## config.mk

```make
export PLATFORM = sky130hd
export DESIGN_NAME = rf_wb_arbiter
export DESIGN_NICKNAME = d
export VERILOG_FILES = /design/src/rtl/rf_wb_arbiter_pkg.sv /design/src/rtl/rf_wb_arbiter_rr_arb2.sv /design/src/rtl/rf_wb_arbiter.sv
export SDC_FILE = /design/constraint.sdc
export NUM_CORES = 1
export LEC_CHECK = 0
export BUFFER_PORTS_ARGS = -buffer_cell sky130_fd_sc_hd__buf_2
export CAP_MARGIN = 20
export CORE_MARGIN = 1
export CORE_UTILIZATION = 40
export CTS_CLUSTER_DIAMETER = 100
export DETAILED_ROUTE_END_ITERATION = 6
export PLACE_DENSITY = 0.76
export SKIP_CTS_REPAIR_TIMING = 1
export SLEW_MARGIN = 20
export SYNTH_ARGS = -nofsm -noshare
export SYNTH_HDL_FRONTEND = slang
export SYNTH_HIERARCHICAL = 1
export SYNTH_SLANG_ARGS = --single-unit
```

## constraint.sdc

```tcl
create_clock -name clk -period 2 [get_ports clk]
set_input_delay 0 -clock clk [delete_from_list [all_inputs] [get_ports clk]]
set_output_delay 0 -clock clk [all_outputs]
set_load 0.05 [all_outputs]
```

## src/rtl/rf_wb_arbiter_pkg.sv

```systemverilog
// Shared constants for the register-file write-back arbiter.
// The only register with a dedicated write port is the stack pointer.
package rf_wb_arbiter_pkg;

  localparam int SP_IDX = 4;

  localparam logic [1:0] GNT_NONE = 2'b00;
  localparam logic [1:0] GNT_ALU  = 2'b01;
  localparam logic [1:0] GNT_MEM  = 2'b10;

endpackage

```

## src/rtl/rf_wb_arbiter_rr_arb2.sv

```systemverilog
// Two-requester round-robin arbiter (bit 0 = ALU, bit 1 = MEM).
// Combinational grant; the last-grant pointer updates only on advance.
module rr_arb2
  import rf_wb_arbiter_pkg::*;
(
  input  logic       clk,
  input  logic       n_rst,
  input  logic [1:0] req,
  input  logic       advance,
  output logic [1:0] gnt
);

  logic lg;

  always_comb begin
    gnt = GNT_NONE;
    case (req)
      2'b01:   gnt = GNT_ALU;
      2'b10:   gnt = GNT_MEM;
      2'b11:   gnt = lg ? GNT_ALU : GNT_MEM;
      default: gnt = GNT_NONE;
    endcase
  end

  // Reset to MEM so the first contested grant goes to the ALU.
  always_ff @(posedge clk or negedge n_rst) begin
    if (!n_rst) begin
      lg <= 1'b1;
    end else if (advance) begin
      lg <= gnt[1];
    end
  end

endmodule

```

## src/rtl/rf_wb_arbiter.sv

```systemverilog
// Write-back arbiter plus busy scoreboard in front of the register file.
// Writes are registered (one cycle); ALU/MEM never stall except on arbitration, ESP yields to a general SP write.
module rf_wb_arbiter
  import rf_wb_arbiter_pkg::*;
#(
  parameter int DW = 32,
  parameter int AW = 3
) (
  input  logic              clk,
  input  logic              n_rst,
  input  logic              iss_valid,
  input  logic [AW-1:0]     iss_wa,
  output logic              iss_ready,
  output logic [(1<<AW)-1:0] busy,
  input  logic              alu_valid,
  input  logic [AW-1:0]     alu_wa,
  input  logic [DW-1:0]     alu_wd,
  output logic              alu_ready,
  input  logic              mem_valid,
  input  logic [AW-1:0]     mem_wa,
  input  logic [DW-1:0]     mem_wd,
  output logic              mem_ready,
  input  logic              sp_valid,
  input  logic [DW-1:0]     sp_wd,
  output logic              sp_ready,
  output logic              we,
  output logic [AW-1:0]     wa,
  output logic [DW-1:0]     wd,
  output logic              wesp,
  output logic [DW-1:0]     wdsp
);

  localparam logic [AW-1:0] SP_WA = SP_IDX[AW-1:0];

  logic [1:0]          gnt;
  logic                gen_fire;
  logic [AW-1:0]       gen_wa;
  logic [DW-1:0]       gen_wd;
  logic                sp_hit;
  logic                sp_fire;
  logic                iss_fire;
  logic [(1<<AW)-1:0]  busy_nxt;

  rr_arb2 u_arb (
    .clk     (clk),
    .n_rst   (n_rst),
    .req     ({mem_valid, alu_valid}),
    .advance (gen_fire),
    .gnt     (gnt)
  );

  assign alu_ready = gnt[0];
  assign mem_ready = gnt[1];
  assign gen_fire  = gnt[0] | gnt[1];
  assign gen_wa    = gnt[1] ? mem_wa : alu_wa;
  assign gen_wd    = gnt[1] ? mem_wd : alu_wd;

  // A general write to SP in the same cycle wins; the ESP update retries next cycle.
  assign sp_hit   = gen_fire && (gen_wa == SP_WA) && sp_valid;
  assign sp_ready = ~sp_hit;
  assign sp_fire  = sp_valid & sp_ready;

  // Sampling the pre-clear flag refuses a same-cycle re-issue of a retiring register.
  assign iss_ready = ~busy[iss_wa];
  assign iss_fire  = iss_valid & iss_ready;

  always_comb begin
    busy_nxt = busy;
    if (gen_fire) begin
      busy_nxt[gen_wa] = 1'b0;
    end
    if (iss_fire) begin
      busy_nxt[iss_wa] = 1'b1;
    end
  end

  always_ff @(posedge clk or negedge n_rst) begin
    if (!n_rst) begin
      busy <= '0;
      we   <= 1'b0;
      wa   <= '0;
      wd   <= '0;
      wesp <= 1'b0;
      wdsp <= '0;
    end else begin
      busy <= busy_nxt;
      we   <= gen_fire;
      wesp <= sp_fire;
      if (gen_fire) begin
        wa <= gen_wa;
        wd <= gen_wd;
      end
      if (sp_fire) begin
        wdsp <= sp_wd;
      end
    end
  end

endmodule

```

==> flow_summary_export.csv, run 1 <==
group,metric,value,unit
finish,post-route-util,69.1,%
cts,clock_tree.root_cell,"sky130_fd_sc_hd__clkbuf_8",
status,violated_checks,"negative hold slack, negative setup slack",
floorplanning,floorplan.core_area,0.00830,mm^2
hold_path,holdCritPathClass,"in2reg",
worst_setup_path,rr_startpoint,"u_arb/lg$_DFFE_PN1P_",
sta,finClkSkew,7.50,ps
cts,cts.sinks,78,
placement,rd_place_congestion,0.764,
sta,hold_ws,-50.2,ps
sta,worst_path_setup_slack_after_routing,-102,ps
global_routing,grt_start_max_net_pins,71,
cts,max-clock-path-buffers,2,
detailed_routing,first_pass_iters,4,
placement,portBuffers,191,
finish,fin_nets,677,
logic_synthesis,synth-async-reset-ratio,100,%
logic_synthesis,ys_ff_latch,78,
floorplanning,core.rowCount,33,
worst_setup_path,worst_setup_path_endpoint,"wdsp[1]$_DFFE_PN0P_",
power,power.density,990,mW/mm^2
cts,htree_levels,3,
detailed_routing,routed_via_density,5.00,
power,post-layout-total-power,5.68,mW
logic_synthesis,count_of_flip_flops_with_a_built_in_enable_after_synthesis,0,
finish,layout-drive-gt1-share,45.2,%
cts,cts_tree,"yes",
sta,grt_setup_unrepaired,"true",
cts,path_clk_slew,80,ps
floorplanning,initial_util,41.6,%
placement,place_inst,574,
placement,dp.final_hpwl,6330,um
sta,final_period_minus_worst_setup_slack,2100,ps
sta,slew-limit-headroom,59.8,%
finish,post_layout_nonfiller_instances,676,
floorplanning,floorplan.die.height,94.9,um
detailed_routing,wirelength,10700,um
detailed_routing,num_vias,3381,
sta,clock.fmax,476,MHz
worst_setup_path,critical_path.max_stage_delay,580,ps
logic_synthesis,netlist-cell-type-count,31,
detailed_routing,drc_errors,0,
worst_setup_path,crit_path_required_time,2230,ps
floorplanning,die_area,0.00901,mm^2
sta,tightestPinTransition,604,ps
detailed_routing,antenna_violation_net_count_after_detailed_routing,0,
worst_setup_path,cp-start-kind,"flip-flop",
logic_synthesis,post_synth_instance_area,0.00345,mm^2
worst_setup_path,critical_path.max_fanout,17,
finish,most_frequent_cells_in_the_layout,"sky130_fd_sc_hd__buf_2, sky130_fd_sc_hd__dlygate4sd3_1, sky130_fd_sc_hd__dfrtp_1, sky130_fd_sc_hd__nand2_1",
finish,final_cell_area,0.00573,mm^2
sta,setup_viol,32,
worst_setup_path,crit_start,"u_arb/lg$_DFFE_PN1P_",
power,total_leakage_power,2.82,nW
worst_setup_path,reg2reg_depth,6,
global_routing,antenna_violations_before_repair,0,
placement,postPlaceCellArea,0.00454,mm^2
worst_setup_path,timing.setup.critical_path_class,"reg2reg",
detailed_routing,post_drt_wl_per_cell,15.8,um
floorplanning,top_level_ports,192,
worst_setup_path,reg2reg_setup_slack,-100,ps
finish,layout_commonest_cell,"sky130_fd_sc_hd__buf_2",
global_routing,grt_first_pass_wirelength,13100,um
power,ir_drop,0.550,mV
sta,final_max_slew_viol_count,0,
finish,areaGrowthSynthToFinish,66.0,%
global_routing,overflow,0,
floorplanning,die_x,94.9,um
status,outcome,"complete, but fails checks",
worst_setup_path,critical_path.cell_chain,"inv_2 -> a21boi_4 -> or3b_4 -> o221ai_4 -> buf_12 -> mux2_2",
logic_synthesis,post_synth_inst_count,291,
logic_synthesis,yosys_warnings,6,
global_routing,vias_in_the_first_global_route,2846,
cts,cts_made_buffers,9,
worst_setup_path,worst_setup_path_end_kind,"flip-flop",
sta,final_clock_period_utilization_by_the_worst_path,105,%
logic_synthesis,ys_seq_area_share,56.5,%
detailed_routing,drt-initial-drc-count,83,
flow_run,maxCapViolCount,0,
worst_setup_path,crit_path_top_delay_cell,"sky130_fd_sc_hd__dfstp_2",
logic_synthesis,syn-num-nets,402,
sta,final-hold-violation-count,9,
worst_setup_path,worst_ep_arrival_time,2330,ps
worst_setup_path,critical_path.reg2reg.endpoint,"wdsp[1]$_DFFE_PN0P_",
logic_synthesis,syn_area_per_cell,11.9,um^2
global_routing,track_usage,19.2,%
cts,worst_skew_pair.late_latency,340,ps
finish,num_antenna_cells,0,
logic_synthesis,yosys_most_used_dff,"sky130_fd_sc_hd__dfrtp_1",
placement,placement_setup_slack,-66.2,ps
[cell families after synthesis]
group	Yosys count	synth area share [%]
AND/OR/NAND/NOR	62	8.26
buffers and inverters	22	3.19
flip-flops	78	56.5
AO/OA/AOI/OAI	59	10.4
multiplexers	70	21.6
[critical path: cells and delay by family (launching register included)]
kind                   cells  cell delay [ps]
flip-flops                 1              580
buffers and inverters      2              270
AO/OA/AOI/OAI              2              340
AND/OR/NAND/NOR            1              420
multiplexers               1              360
[metrics by stage]
stage	hold WS (ps)	TNS, ps
2_1_floorplan	-296	-12370
3_3_place_gp	-18.4	-113
3_5_place_dp	-13.5	-1300
4_1_cts	-396	-1920
5_1_grt	0.264	-4330
6_report	-50.2	-2170
[cell usage after synthesis, types with 2 or more instances]
library cell                n  area share, %
sky130_fd_sc_hd__inv_1      3           0.33
sky130_fd_sc_hd__clkbuf_1  12            1.3
sky130_fd_sc_hd__buf_1      2           0.22
sky130_fd_sc_hd__mux2_2    32             10
sky130_fd_sc_hd__dfrtp_1   77             56
sky130_fd_sc_hd__nand3b_1   5            1.1
sky130_fd_sc_hd__a21oi_1    3           0.43
sky130_fd_sc_hd__o21ai_0   36            5.2
sky130_fd_sc_hd__mux2i_1   36             10
sky130_fd_sc_hd__nand2_1   42            4.6
sky130_fd_sc_hd__a21boi_0   2           0.43
sky130_fd_sc_hd__nor2_1     4           0.43
sky130_fd_sc_hd__nor2b_1    3           0.54
sky130_fd_sc_hd__o32ai_1    2           0.51
sky130_fd_sc_hd__nand2b_1   4           0.72
sky130_fd_sc_hd__a31oi_1   11            2.0
sky130_fd_sc_hd__buf_6      3           0.98
[report_power, final]
group	switching, mW	internal (mW)
clock network	0.572	0.866
registers	0.195	1.85
logic	1.51	0.686
total	2.27	3.40
[layout make-up]
class	count	area, um^2
Fill cell	595	2560
Timing Repair Buffer	283	1910
Clock buffer	11	141
Inverter	3	11.3
Clock inverter	5	106
Tap cell	105	131
Sequential cell	78	1950
Multi-Input combinational cell	191	1480
[registers in the layout (all words and copies together), names as in the netlist]
| signal | flops |
|---|---|
| we | 1 |
| wd | 32 |
| wa | 3 |
| busy | 8 |
| wesp | 1 |
| u_arb/lg | 1 |
| wdsp | 32 |
[layer usage]
layer / wire, um / GRT usage [%] / vias up
met4: 417 / 8.84 / 0
met3: 548 / 4.51 / 43
met2: 5750 / 33.4 / 138
met1: 3930 / 22.2 / 1620
met5: 0 / 0 / -
li1: - / - / 1580
[worst min-delay path by stage]
| stage | slack [ps] | startpoint | to | cells after the start |
|---|---|---|---|---|
| 2_1_floorplan | -300 | n_rst | busy[0]$_DFF_PN0_ | 0 |
| 3_3_place_gp | -20 | n_rst | wd[19]$_DFFE_PN0N_ | 1 |
| 3_5_place_dp | -10 | n_rst | wd[21]$_DFFE_PN0N_ | 1 |
| 4_1_cts | -400 | n_rst | busy[1]$_DFF_PN0_ | 1 |
| 5_1_grt | 0.3 | alu_wd[2] | wd[2]$_DFFE_PN0N_ | 3 |
| 6_report | -50 | alu_wd[1] | wd[1]$_DFFE_PN0N_ | 3 |
(Power assumes the default switching activity.)
==> run 2, diff against run 1 <==
Settings changed: SKIP_CTS_REPAIR_TIMING 1 to not set.
==> flow_summary_export.csv, run 2 (synthesis gave the netlist of run 1 again) <==
group,metric,value,unit
status,outcome,"complete, but fails checks",
status,violated_checks,"negative hold slack, negative setup slack",
sta,clock.fmax,484,MHz
detailed_routing,first_pass_iters,4,
hold_path,hold_end,"wd[28]$_DFFE_PN0N_",
detailed_routing,drc_errors,0,
finish,num_antenna_cells,0,
sta,grt_setup_unrepaired,"true",
detailed_routing,num_vias,3449,
cts,worst_skew_pair.late_latency,340,ps
global_routing,gr-usage-met3,5.39,%
floorplanning,top_level_ports,192,
sta,setup_viol,32,
detailed_routing,post_drt_wl_per_cell,15.2,um
sta,final_max_slew_viol_count,0,
floorplanning,initial_util,41.6,%
hold_path,holdCritPathClass,"in2reg",
power,p_sw_share,39.9,%
detailed_routing,antenna_violation_net_count_after_detailed_routing,0,
finish,fin_nets,686,
sta,tightestPinTransition,606,ps
flow_run,maxCapViolCount,0,
floorplanning,floorplan.die.height,94.9,um
finish,layout_top_registers,"wd x32, wdsp x32, busy x8",
worst_setup_path,rr_startpoint,"u_arb/lg$_DFFE_PN1P_",
global_routing,grt.busiest_layer,"met2",
sta,worst_path_setup_slack_after_routing,-68.0,ps
power,total_leakage_power,2.79,nW
cts,htree_levels,3,
detailed_routing,drt-initial-drc-count,77,
global_routing,groute.layer.met2.usage,42.0,%
power,post-layout-total-power,5.64,mW
worst_setup_path,worst_setup_path_end_kind,"flip-flop",
power,p_seq_share,36.2,%
power,p_int,3.39,mW
floorplanning,floorplan.core_area,0.00830,mm^2
power,power.clock.fraction,25.3,%
worst_setup_path,crit_start,"u_arb/lg$_DFFE_PN1P_",
finish,multi_input_comb_area,0.00143,mm^2
global_routing,overflow,0,
finish,most_frequent_cells_in_the_layout,"sky130_fd_sc_hd__buf_2, sky130_fd_sc_hd__dlygate4sd3_1, sky130_fd_sc_hd__dfrtp_1, sky130_fd_sc_hd__nand2_1",
power,power.density,979,mW/mm^2
finish,post-route-util,69.4,%
power,comb_power_share,38.5,%
finish,layout_commonest_cell,"sky130_fd_sc_hd__buf_2",
sta,hold_ws,-1.02,ps
sta,slew-limit-headroom,59.6,%
global_routing,grt_first_pass_wirelength,16100,um
floorplanning,die_area,0.00901,mm^2
worst_setup_path,timing.setup.critical_path_class,"reg2reg",
placement,rd_place_congestion,0.764,
floorplanning,core.rowCount,33,
global_routing,antenna_violations_before_repair,0,
worst_setup_path,cp-start-kind,"flip-flop",
global_routing,vias_in_the_first_global_route,3596,
worst_setup_path,reg2reg_depth,6,
cts,max-clock-path-buffers,2,
power,ir_drop,0.506,mV
global_routing,grt_start_max_net_pins,71,
cts,clock_tree.root_cell,"sky130_fd_sc_hd__clkbuf_8",
floorplanning,die_x,94.9,um
detailed_routing,routed_via_density,5.04,
worst_setup_path,reg2reg_setup_slack,-70,ps
global_routing,track_usage,23.8,%
sta,final_period_minus_worst_setup_slack,2070,ps
finish,layout-drive-gt1-share,44.3,%
cts,path_clk_slew,80,ps
worst_setup_path,critical_path.reg2reg.endpoint,"wdsp[1]$_DFFE_PN0P_",
placement,portBuffers,191,
hold_path,min_from,"alu_wd[28]",
global_routing,met1_usage,25.1,%
finish,fillCellCount,570,
sta,final-hold-violation-count,1,
power,netSwitchingPower,2.25,mW
sta,final_clock_period_utilization_by_the_worst_path,103,%
sta,finClkSkew,8.14,ps
placement,dp.final_hpwl,6330,um
cts,cts_made_buffers,9,
finish,areaGrowthSynthToFinish,66.8,%
worst_setup_path,worst_ep_arrival_time,2290,ps
detailed_routing,wirelength,10400,um
cts,cts_tree,"yes",
cts,cts.sinks,78,
worst_setup_path,crit_path_required_time,2220,ps
placement,placement_setup_slack,-66.2,ps
hold_path,hold_depth,3,
worst_setup_path,critical_path.max_fanout,33,
finish,register_area,0.00195,mm^2
==> run 2: area by class of cell <==
type	instances	share of cell area (%)
Sequential cell	78	33.9
Clock buffer	11	2.45
Timing Repair Buffer	292	34.5
Clock inverter	5	1.85
Tap cell	105	2.28
Inverter	3	0.195
Multi-Input combinational cell	191	24.8
==> run 2: how the worst max path moves through the flow <==
stage                           end  slack [ps]  depth (start not counted)
2_1_floorplan  wdsp[10]$_DFFE_PN0P_        -400                          7
3_3_place_gp   wdsp[24]$_DFFE_PN0P_          -5                          6
3_5_place_dp   wdsp[26]$_DFFE_PN0P_         -70                          6
4_1_cts         wdsp[1]$_DFFE_PN0P_         -80                          6
5_1_grt        wdsp[20]$_DFFE_PN0P_        -140                          6
6_report        wdsp[1]$_DFFE_PN0P_         -70                          6
==> run 2: metrics by stage <==
stage	instance area [um^2]	hold WS, ps	setup TNS [ps]	instances
after floorplan	3480	-296	-12370	291
after global placement	4540	-18.4	-113	574
after detailed placement	4540	-13.5	-1300	574
after CTS	5760	1.80	-1870	685
after global routing	5760	20.4	-4140	685
final	5760	-1.02	-1550	685
==> run 2: layer usage <==
metal / share of wire (%) / vias to the layer above
li1: - / 1591
met1: 36 / 1655
met2: 53 / 155
met3: 5.7 / 48
met4: 5.0 / 0
met5: 0 / -
==> run 2: worst max-delay path, stage by stage (launching register included) <==
cell and delay, ps:
sky130_fd_sc_hd__dfstp_2 580, sky130_fd_sc_hd__inv_2 50, sky130_fd_sc_hd__a21boi_4 120, sky130_fd_sc_hd__or3b_4 420, sky130_fd_sc_hd__o221ai_4 170, sky130_fd_sc_hd__buf_12 240, sky130_fd_sc_hd__mux2_2 360
==> run 2: repair_timing <==
action	in CTS	in global routing
setup buffers	1	0
endpoints found under the hold margin	101	0
pin swaps	1	0
hold buffers	94	0
resized for setup	5	1
endpoints found under the setup margin	34	38
==> run 2: power by group through the flow <==
stage	Clock, mW	Sequential, mW	Combinational, mW
after floorplan	0	2.99	0.513
after global placement	0	2.05	1.97
after detailed placement	0	2.06	2.01
after CTS	1.47	2.04	2.16
after global routing	1.53	2.07	2.29
final	1.43	2.04	2.17
==> run 3, diff against run 2 <==
--- a/config.mk
+++ b/config.mk
@@ -9,3 +9,3 @@
 export CAP_MARGIN = 20
-export CORE_MARGIN = 1
+export CORE_MARGIN = 2
 export CORE_UTILIZATION = 40
--- a/constraint.sdc
+++ b/constraint.sdc
@@ -3,2 +3,2 @@
 set_output_delay 0 -clock clk [all_outputs]
-set_load 0.05 [all_outputs]
+set_load 0.02 [all_outputs]
==> flow_summary_export.csv, run 3 (synthesis gave the netlist of run 1 again) <==
group,metric,value,unit
status,outcome,"complete, but fails checks",
status,violated_checks,"negative setup slack",
worst_setup_path,critical_path.cell_chain,"inv_2 -> a21boi_4 -> or3b_4 -> o221ai_4 -> buf_12 -> mux2_2",
detailed_routing,drt-initial-drc-count,94,
finish,layout-drive-gt1-share,44.6,%
worst_setup_path,timing.setup.critical_path_class,"reg2reg",
placement,rd_place_congestion,0.789,
worst_setup_path,critical_path.max_stage_delay,580,ps
finish,multi_input_comb_area,0.00151,mm^2
sta,slew-limit-headroom,58.9,%
worst_setup_path,crit_path_top_delay_cell,"sky130_fd_sc_hd__dfstp_2",
global_routing,grt_first_pass_wirelength,17500,um
worst_setup_path,worst_setup_path_end_kind,"flip-flop",
worst_setup_path,crit_path_required_time,2230,ps
power,p_sw_share,34.1,%
placement,portBuffers,191,
power,comb_power_share,32.7,%
finish,register_area,0.00195,mm^2
finish,post_layout_nonfiller_instances,693,
finish,areaGrowthSynthToFinish,70.4,%
finish,layout_top_registers,"wd x32, wdsp x32, busy x8",
sta,hold_ws,28.5,ps
worst_setup_path,reg2reg_setup_slack,-110,ps
floorplanning,floorplan.die.height,96.9,um
detailed_routing,met3RoutedLength,548,um
placement,place_inst,575,
sta,setup_viol,33,
power,post-layout-total-power,4.84,mW
detailed_routing,drc_errors,0,
worst_setup_path,cp-start-kind,"flip-flop",
power,power.clock.fraction,25.0,%
sta,tightestPinTransition,617,ps
floorplanning,floorplan.core_area,0.00830,mm^2
sta,grt_setup_unrepaired,"true",
sta,final_clock_period_utilization_by_the_worst_path,106,%
floorplanning,die_x,96.9,um
worst_setup_path,critical_path.max_fanout,17,
power,p_int,3.19,mW
placement,placement_setup_slack,-70.7,ps
power,power.density,823,mW/mm^2
detailed_routing,dr.max_layer_used,"met4",
finish,layout_commonest_cell,"sky130_fd_sc_hd__buf_2",
cts,path_clk_slew,90,ps
cts,cts.sinks,78,
detailed_routing,routed_via_density,5.00,
sta,final_max_slew_viol_count,0,
floorplanning,core.rowCount,33,
global_routing,antenna_violations_before_repair,0,
worst_setup_path,worst_ep_arrival_time,2350,ps
global_routing,track_usage,23.5,%
finish,post-route-util,70.9,%
detailed_routing,wirelength_met1,4070,um
placement,dp.final_hpwl,6730,um
finish,fillCellCount,586,
power,total_leakage_power,2.93,nW
finish,num_antenna_cells,0,
detailed_routing,met2_wirelength,6260,um
cts,cts_made_buffers,9,
power,netSwitchingPower,1.65,mW
detailed_routing,wirelength,11500,um
cts,cts_tree,"yes",
cts,clock_tree.root_cell,"sky130_fd_sc_hd__clkbuf_8",
cts,htree_levels,3,
global_routing,grt_start_max_net_pins,69,
finish,fin_nets,694,
floorplanning,die_area,0.00940,mm^2
finish,most_frequent_cells_in_the_layout,"sky130_fd_sc_hd__buf_2, sky130_fd_sc_hd__dlygate4sd3_1, sky130_fd_sc_hd__dfrtp_1, sky130_fd_sc_hd__nand2_1",
sta,final_period_minus_worst_setup_slack,2110,ps
flow_run,maxCapViolCount,0,
detailed_routing,first_pass_iters,4,
floorplanning,top_level_ports,192,
floorplanning,initial_util,41.6,%
global_routing,vias_in_the_first_global_route,3668,
detailed_routing,post_drt_wl_per_cell,16.6,um
cts,max-clock-path-buffers,2,
power,ir_drop,0.380,mV
detailed_routing,num_vias,3466,
sta,worst_path_setup_slack_after_routing,-113,ps
sta,finClkSkew,13.0,ps
sta,clock.fmax,473,MHz
global_routing,overflow,0,
cts,worst_skew_pair.late_latency,350,ps
power,p_seq_share,42.4,%
detailed_routing,antenna_violation_net_count_after_detailed_routing,0,
hold_path,holdCritPathClass,"in2reg",
sta,final-hold-violation-count,0,
==> run 3: cell types whose count changed in the layout (fill, tap and decap cells not counted), sizes merged <==
cell	delta
dlygate4sd3	+3
buf	+4
clkinv	+2
bufinv	-2
clkinvlp	-1
inv	+2
==> run 3: metrics by stage <==
step | TNS (ps) | cell area, um^2
5_1_grt | -3820 | 5890
3_5_place_dp | -1790 | 4540
4_1_cts | -1770 | 5740
2_1_floorplan | -7630 | 3470
6_report | -2250 | 5890
3_3_place_gp | -782 | 4540
==> run 3: final timing paths <==
path	from	depth (start not counted)	endpoint
worst max-delay path	u_arb/lg$_DFFE_PN1P_	6	wdsp[21]$_DFFE_PN0P_
worst min-delay path	alu_wa[1]	3	wa[1]$_DFFE_PN0N_
worst max register to register	u_arb/lg$_DFFE_PN1P_	6	wdsp[21]$_DFFE_PN0P_
worst min register to register	busy[4]$_DFF_PN0_	1	busy[4]$_DFF_PN0_
max in group asynchronous	n_rst	3	u_arb/lg$_DFFE_PN1P_
min in group asynchronous	n_rst	2	wdsp[13]$_DFFE_PN0P_
==> run 3: worst max-delay path: cells and delay by family (launching register included) <==
kind | cells | cell delay, ps
AOI/OAI and AO/OA | 2 | 380
buffers and inverters | 2 | 280
DFF | 1 | 580
muxes | 1 | 360
and+or+nand+nor | 1 | 410
==> run 3: layout make-up <==
class / instances / share of cell area [%]
tap: 105 / 2.23
sequential: 78 / 33.2
clock buffer: 10 / 2.34
multi-input combinational: 191 / 25.7
clock inverter: 6 / 1.13
inverter: 3 / 0.191
timing repair buffer: 300 / 35.3
==> run 3: power by group through the flow <==
stage	registers, mW	logic (mW)	clock network (mW)
finish	2.05	1.58	1.21
global placement	2.05	1.31	0
detailed placement	2.06	1.35	0
global route	2.08	1.69	1.31
CTS	2.04	1.50	1.24
floorplan	2.38	0.477	0
==> run 3: metal layers <==
layer | up-vias | GRT usage [%]
met5 | - | 0
met4 | 0 | 13.9
met3 | 53 | 5.13
met2 | 156 | 43.8
met1 | 1644 | 23.8
li1 | 1613 | -
==> run 3: repair_timing <==
item                                    in CTS  in global routing
gates resized for setup                      3                 27
endpoints found under the setup margin      33                 33
hold buffers                                97                  0
endpoints found under the hold margin      111                  0
cloned                                       0                  2
buffers inserted                             1                  2
pin swaps                                    2                  3
